[src/rtl/loader_pkg.sv]
// Shared state encoding and error codes for the boot-time program loader.
package loader_pkg;

  typedef enum logic [2:0] {
    S_IDLE,
    S_LEN,
    S_DATA,
    S_CSUM,
    S_DONE,
    S_ERR
  } state_t;

  localparam logic [1:0] ERR_NONE     = 2'd0;
  localparam logic [1:0] ERR_ZERO_LEN = 2'd1;
  localparam logic [1:0] ERR_CHECKSUM = 2'd2;
  localparam logic [1:0] ERR_TIMEOUT  = 2'd3;

  localparam int DEFAULT_TIMEOUT = 255;

endpackage

[src/rtl/loader_timer.sv]
// Idle watchdog: counts cycles without a transfer and flags when TIMEOUT of them
// have elapsed since the last clear.
module loader_timer
  import loader_pkg::*;
#(
  parameter int TIMEOUT = DEFAULT_TIMEOUT
) (
  input  logic clk,
  input  logic rst_n,
  input  logic clear,
  input  logic enable,
  output logic expired
);

  localparam int            CW   = (TIMEOUT > 1) ? $clog2(TIMEOUT) : 1;
  localparam logic [CW-1:0] LAST = CW'(TIMEOUT - 1);

  logic [CW-1:0] r_count;

  // The TIMEOUT-th idle cycle is the one that sees the count at TIMEOUT-1.
  assign expired = enable && !clear && (r_count == LAST);

  always_ff @(posedge clk or negedge rst_n) begin
    if (!rst_n) begin
      r_count <= '0;
    end else if (clear || expired) begin
      r_count <= '0;
    end else if (enable) begin
      r_count <= r_count + CW'(1);
    end
  end

endmodule

[src/rtl/program_loader.sv]
// Streams a length-prefixed, checksummed program image into memory and
// releases the processor only after the checksum verifies.
module program_loader
  import loader_pkg::*;
#(
  parameter int ADDR_W  = 8,
  parameter int TIMEOUT = DEFAULT_TIMEOUT
) (
  input  logic              clk,
  input  logic              rst_n,
  input  logic              start,
  input  logic              in_valid,
  input  logic [7:0]        in_data,
  output logic              in_ready,
  output logic [ADDR_W-1:0] mem_addr,
  output logic [7:0]        mem_data,
  output logic              mem_we,
  output logic              cpu_run,
  output logic              err,
  output logic [1:0]        err_code
);

  state_t r_state;
  state_t w_next;

  logic              w_ready;
  logic              w_accept;
  logic              w_enter_len;
  logic              w_set_err;
  logic [1:0]        w_err_value;
  logic              w_clear;
  logic              w_expired;

  logic [ADDR_W-1:0] r_addr;
  logic [7:0]        r_remaining;
  logic [7:0]        r_sum;
  logic [ADDR_W-1:0] r_mem_addr;
  logic [7:0]        r_mem_data;
  logic              r_mem_we;
  logic [1:0]        r_err_code;

  assign w_ready  = (r_state == S_LEN) || (r_state == S_DATA) || (r_state == S_CSUM);
  assign w_accept = in_valid && w_ready;
  assign w_clear  = w_accept || w_enter_len;

  loader_timer #(
    .TIMEOUT (TIMEOUT)
  ) u_timer (
    .clk     (clk),
    .rst_n   (rst_n),
    .clear   (w_clear),
    .enable  (w_ready),
    .expired (w_expired)
  );

  always_ff @(posedge clk or negedge rst_n) begin
    if (!rst_n) begin
      r_state <= S_IDLE;
    end else begin
      r_state <= w_next;
    end
  end

  always_comb begin
    w_next      = r_state;
    w_enter_len = 1'b0;
    w_set_err   = 1'b0;
    w_err_value = ERR_NONE;
    case (r_state)
      S_IDLE, S_DONE, S_ERR: begin
        if (start) begin
          w_next      = S_LEN;
          w_enter_len = 1'b1;
        end
      end
      S_LEN: begin
        if (w_accept) begin
          if (in_data == 8'd0) begin
            w_next      = S_ERR;
            w_set_err   = 1'b1;
            w_err_value = ERR_ZERO_LEN;
          end else begin
            w_next = S_DATA;
          end
        end else if (w_expired) begin
          w_next      = S_ERR;
          w_set_err   = 1'b1;
          w_err_value = ERR_TIMEOUT;
        end
      end
      S_DATA: begin
        if (w_accept) begin
          if (r_remaining == 8'd1) begin
            w_next = S_CSUM;
          end
        end else if (w_expired) begin
          w_next      = S_ERR;
          w_set_err   = 1'b1;
          w_err_value = ERR_TIMEOUT;
        end
      end
      S_CSUM: begin
        if (w_accept) begin
          if (in_data == r_sum) begin
            w_next = S_DONE;
          end else begin
            w_next      = S_ERR;
            w_set_err   = 1'b1;
            w_err_value = ERR_CHECKSUM;
          end
        end else if (w_expired) begin
          w_next      = S_ERR;
          w_set_err   = 1'b1;
          w_err_value = ERR_TIMEOUT;
        end
      end
      default: w_next = S_IDLE;
    endcase
  end

  // Only payload bytes produce a write; length and checksum bytes just steer the FSM.
  always_ff @(posedge clk or negedge rst_n) begin
    if (!rst_n) begin
      r_addr      <= '0;
      r_remaining <= 8'd0;
      r_sum       <= 8'd0;
      r_mem_addr  <= '0;
      r_mem_data  <= 8'd0;
      r_mem_we    <= 1'b0;
      r_err_code  <= ERR_NONE;
    end else begin
      r_mem_we <= 1'b0;
      if (w_enter_len) begin
        r_addr     <= '0;
        r_sum      <= 8'd0;
        r_err_code <= ERR_NONE;
      end
      if (w_set_err) begin
        r_err_code <= w_err_value;
      end
      if (w_accept) begin
        case (r_state)
          S_LEN: r_remaining <= in_data;
          S_DATA: begin
            r_mem_we    <= 1'b1;
            r_mem_addr  <= r_addr;
            r_mem_data  <= in_data;
            r_addr      <= r_addr + ADDR_W'(1);
            r_sum       <= r_sum + in_data;
            r_remaining <= r_remaining - 8'd1;
          end
          default: ;
        endcase
      end
    end
  end

  assign in_ready = w_ready;
  assign mem_addr = r_mem_addr;
  assign mem_data = r_mem_data;
  assign mem_we   = r_mem_we;
  assign cpu_run  = (r_state == S_DONE);
  assign err      = (r_state == S_ERR);
  assign err_code = r_err_code;

endmodule

[config.mk]
export PLATFORM = sky130hd
export DESIGN_NAME = program_loader
export DESIGN_NICKNAME = d
export VERILOG_FILES = /design/src/rtl/loader_pkg.sv /design/src/rtl/loader_timer.sv /design/src/rtl/program_loader.sv
export SDC_FILE = /design/constraint.sdc
export NUM_CORES = 1
export LEC_CHECK = 0
export ABC_AREA = 0
export CAP_MARGIN = 20
export CORE_AREA = 2 2 81 83
export DETAILED_ROUTE_END_ITERATION = 16
export DIE_AREA = 0 0 83 85
export PLACE_DENSITY = 0.78
export SYNTH_ARGS = -nofsm -noshare
export SYNTH_HDL_FRONTEND = slang
export SYNTH_SLANG_ARGS = --single-unit
[constraint.sdc]
create_clock -name clk -period 2.75 [get_ports clk]
set_clock_uncertainty 0.1 [all_clocks]
set_input_delay 0.4125 -clock clk [delete_from_list [all_inputs] [get_ports clk]]
set_output_delay 0.4125 -clock clk [all_outputs]
set_load 0.01 [all_outputs]
* After elaboration in Yosys (flattened, before gate mapping) *
Index checks and enable logic that the tools add are counted.

word-level totals
  flip-flop bits (word level) = 54
  input bits = 12
  logic and storage cells = 78
  output and inout bits = 22

cells by class
  $add $sub $neg = 4
  reductions and logical operators = 17
  multiplexer cells = 38
  equality and inequality tests = 10

operators with widths
  kind                                                                      count
  8-bit 2-to-1 mux                                                          8
  3-bit 2-to-1 mux                                                          7
  8-bit by 1-bit adder with 8-bit output (second input constant)            2
  8-bit case mux with 2 select lines                                        1
  2-bit 2-to-1 mux                                                          7
  1-bit 2-to-1 mux                                                          12
  3-bit case mux with 4 select lines                                        1
  8-bit adder                                                               1
  8-bit by 1-bit == test with 1-bit output (second input constant)          1
  8-bit == test                                                             1
  8-bit == test (second input constant)                                     1
  8-bit logical NOT                                                         1
  8-bit by 1-bit subtractor with 8-bit output (second input constant)       1
  3-bit by 2-bit == test with 1-bit output (second input constant)          2
  3-bit == test (second input constant)                                     2
  2-bit case mux with 3 select lines                                        1
  2-bit AND reduction                                                       3
  2-bit nonzero test                                                        3
  1-bit logical OR                                                          4
  3-bit by 1-bit == test with 1-bit output (second input constant)          1
  1-bit logical AND                                                         3
  3-bit logical NOT                                                         1
  3-bit by 2-bit inequality test with 1-bit output (second input constant)  1
  1-bit case mux with 3 select lines                                        1
  other kinds (3)                                                           3

* Depth between registers and ports, before layout *
  word-level depth = 12
  gate-level depth with buffers = 9
  mapped depth without buffers = 8

* Hierarchy *
Synthesis repeated with hierarchy kept, for this count alone.

unflattened totals
  cell total of the unflattened synthesis = 342
  area, all modules = 3057.9 µm²

modules (own cells, without submodules)
  module          instances  area an instance (µm²)  sequential area each (µm²)  cells an instance
  program_loader  1          2612.5                  1151.1                      299
  loader_timer    1          445.4                   200.2                       43

* Least setup slack after synthesis *
Ideal clock, no wire load.

  path type = input to register
  start point = in in_data[0]
  end point = reg r_sum[6]
  library setup time = 0.130 ns
  cell stages on the path = 8
  path slack = 0.895 ns
  arrival = 1.625 ns
  path through = ha_1 > inv_1 > fa_1 > nor2b_1 > o31a_1 > o21ai_0 > nor4b_1 > nor3_1

on the way
  longest elaborated chain between the ends = 3

ends and longest elaborated chain
  what                    RTL line               RTL
  start: declaration      program_loader.sv:13   input logic [7:0] in_data,
  8-bit adder             program_loader.sv:149  r_sum <= r_sum + in_data;
  8-bit 2-to-1 mux        program_loader.sv:142  case (r_state)
  8-bit 2-to-1 mux        program_loader.sv:141  if (w_accept) begin
  end signal: assignment  program_loader.sv:149
  end: declaration        program_loader.sv:36   logic [7:0] r_sum;

No other way between the ends.
A chain may end at the register's enable or synchronous reset.

* Worst setup path after layout *
  start point = reg r_state[1]
  end point = out cpu_run

on the way
  longest elaborated chain between the ends = 1

ends and longest elaborated chain
  what                      RTL line               RTL
  start: declaration        program_loader.sv:23   state_t r_state;
  start signal: assignment  program_loader.sv:60   r_state <= w_next;
  3-bit == test             program_loader.sv:162  assign cpu_run = (r_state == S_DONE);
  end: declaration          program_loader.sv:18   output logic cpu_run,

No other way between the ends.

==> run_results.csv <==
group,metric,value,unit
logic_synthesis,synth_cell_types,52,
placed_design,dp_hpwl,4920,microns
timing,max_slew.worst_pin.slew,0.652,ns
timing,post-route-period-util,88.2,%
floorplanning,num_rows,29,
floorplanning,io_pins,34,
clock_tree,cts_tree,"built",
cells_and_area,stdcell_count,449,
floorplanning,coreArea,0.00620,sq mm
route,routedWlPerCell,14.9,microns
critical_path,worstSetupStartpointType,"register",
route,drt_pass1_iterations,4,
logic_synthesis,synthTopCellsByCount,"68 x nand2_1, 54 x dfrtp_1, 29 x nor2_1, 29 x o21ai_0, 16 x a21oi_1",
route,postRouteWirelength,6700,microns
pwr,worst_ir_drop_vdd,435,uV
timing,fin_crit,2.43,ns
critical_path,path_max_fanout,11,
floorplanning,die-area,0.00706,sq mm
critical_path,cp.arrival,1.91,ns
logic_synthesis,netlist_area,0.00300,sq mm
clock_tree,clk_latency,0.31,ns
cells_and_area,final_core_util,56.6,%
clock_tree,clkTransAtPathRegs,0.09,ns
logic_synthesis,synth.largest_area_cell,"dfrtp_1",
global_route,use_met3,2.72,%
logic_synthesis,ys_seq_area_share,45.1,%
pwr,power.density,921,mW/mm^2
logic_synthesis,avgSynthCellArea,8.87,sq um
logic_synthesis,yosysTopAreaCellShare,45.1,%
cells_and_area,antenna_cells,0,
critical_path,crit_type,"register to output port",
clock_tree,cts.htree.levels,2,
timing,rsz0062_at_grt,"no",
placed_design,place_inst,441,
global_route,top_usage_layer,"met2",
clock_tree,cts_setup_buffers,0,
timing,max_freq,412,MHz
global_route,grt_pass1_vias,2477,
clock_tree,root_buffer,"clkbuf_8",
cells_and_area,layout.nets,396,
logic_synthesis,yosysMostFrequentCell,"nand2_1",
cells_and_area,final_layout_size_suffix_gt1_share,7.26,%
clock_tree,clkSinkCount,54,
global_route,grt_pass1_wl,11700,microns
global_route,gr-total-overflow,0,
route,drtAntennaViolNets,0,
logic_synthesis,synthArstFlopShare,100,%
cells_and_area,area_growth,17.3,%
timing,finalHoldViolations,0,
logic_synthesis,synth-edff-count,0,
global_route,grt_start_max_net_pins,31,
placed_design,io_buffer_count,33,
hold_path,hold_class,"input pin to async pin",
timing,maxSlewViolCount,0,
route,drc,0,
logic_synthesis,ys_warn_count,0,
floorplanning,dieHeight,85,microns
clock_tree,cts_hold_buf,0,
global_route,use_met2,33.7,%
critical_path,required,2.24,ns
timing,setup_violations,0,
logic_synthesis,synthCells,338,
logic_synthesis,ys_ff_latch,54,
floorplanning,fp.dieW,83,microns
logic_synthesis,synth.area.top_cells,"dfrtp_1 45%, nand2_1 8.5%, ha_1 5.0%",
floorplanning,initial_core_util,48.3,%
critical_path,critPathCaptureType,"output port",
clock_tree,cts_buffer_depth,2,
global_route,met1_usage,26.7,%
route,viasPerCell,5.71,
clock_tree,ctsResizeCount,0,
timing,slew_headroom,56.6,%
placed_design,gp_congestion,0.919,
logic_synthesis,syn-num-nets,363,
global_route,grt_usage,19.9,%
flow_run,drv_cap,0,
pwr,leakage,0.00160,uW
route,via_count,2562,
global_route,antenna_found_initial,0,
route,dr.first_iter.drc_count,199,
status,status,"complete, no violations",
timing,finalSetupTns,0,ns
clock_tree,numCtsBuffers,5,
logic_synthesis,synthFlopType,"dfrtp_1",
[layer usage]
metal	part of all wire (%)	routed length, microns	vias to the layer above
met4	1.9	126	0
met5	0	0	-
met1	45	3010	1236
met2	49	3310	65
li1	-	-	1250
met3	3.7	245	11
[cell usage in the layout, fill, tap and decap left out, types with 2 or more instances in the layout]
cell type / Yosys / layout
nand2_1: 68 / 68
nand4_1: 3 / 3
nand2b_1: 3 / 3
xnor2_1: 6 / 6
o21ai_0: 29 / 29
nor2_1: 29 / 29
clkbuf_8: 0 / 6
a21o_1: 3 / 3
nor4_1: 9 / 9
o21bai_1: 4 / 4
a22oi_1: 2 / 2
mux2i_1: 2 / 2
nor3b_1: 3 / 3
clkdlybuf4s50_1: 0 / 32
nand3_1: 13 / 13
inv_1: 10 / 10
dfrtp_1: 54 / 54
xor2_1: 7 / 7
a211oi_1: 8 / 8
a21oi_1: 16 / 16
buf_4: 2 / 8
and3_1: 5 / 5
ha_1: 12 / 12
o211ai_1: 2 / 2
clkinv_4: 0 / 2
nor3_1: 3 / 3
a311o_1: 2 / 2
a31oi_1: 3 / 3
nor4b_1: 3 / 3
[flip-flops by register name, summed over array words and instances (netlist names)]
name / count
r_state: 3
r_sum: 8
mem_data: 8
r_remaining: 8
err_code: 2
u_timer.r_count: 8
mem_addr: 8
mem_we: 1
r_addr: 8
[power by group]
part	switching, uW	internal (uW)	leakage (uW)
combinational	812	663	0.000838
sequential	248	1040	0.000713
clock	271	208	0.0000514
[kinds of logic (layout without fill, tap and decap cells)]
logic type / after synthesis / after routing / share of synthesized area (%)
AOI/OAI and AO/OA: 79 / 79 / 16.2
muxes: 2 / 2 / 0.668
and+or+nand+nor: 149 / 149 / 24.2
adders and majority gates: 13 / 13 / 5.68
buffers and inverters: 28 / 62 / 4.30
DFF: 54 / 54 / 45.1
xor gates and xnor gates: 13 / 13 / 3.80
[worst max-delay path, stage by stage, from the launching register on]
cell and delay [ns]:
dfrtp_1 0.57, clkinv_1 0.31, nand2_1 0.18, nor2_1 0.05, clkdlybuf4s50_1 0.49
[metrics by stage]
| step | power, uW | setup slack, ns | hold slack, ns | cell area, sq um |
|---|---|---|---|---|
| after CTS | 3240 | 0.342 | 0.0336 | 3510 |
| after global routing | 3510 | 0.165 | 0.0675 | 3510 |
| final | 3240 | 0.324 | 0.0175 | 3510 |
| after floorplan | 2260 | 0.895 | 0.0169 | 3000 |
| after global placement | 2700 | 0.285 | 0.358 | 3410 |
| after detailed placement | 2750 | 0.139 | 0.366 | 3410 |
[final timing paths]
kind / depth (start not counted) / slack (ns) / to / startpoint
max in group asynchronous: 2 / 1.97 / r_remaining[7] / rst_n
min reg2reg: 2 / 0.39 / mem_addr[7] / mem_addr[7]
min: 1 / 0.02 / mem_data[2] / rst_n
max: 4 / 0.32 / cpu_run / r_state[1]
min in group clk: 2 / 0.39 / mem_addr[7] / mem_addr[7]
max reg2reg: 8 / 0.62 / r_sum[6] / r_sum[0]
[final cells by class]
| class | count | area [sq um] |
|---|---|---|
| fillers | 563 | 2690 |
| multi-input cells | 256 | 1520 |
| flip-flops and latches | 54 | 1350 |
| repair buffers | 42 | 405 |
| well taps | 77 | 96.3 |
| clock buffers | 6 | 82.6 |
| inverters | 12 | 45.0 |
| clock inverters | 2 | 17.5 |
Note: power is estimated with default switching activity, not from simulation.
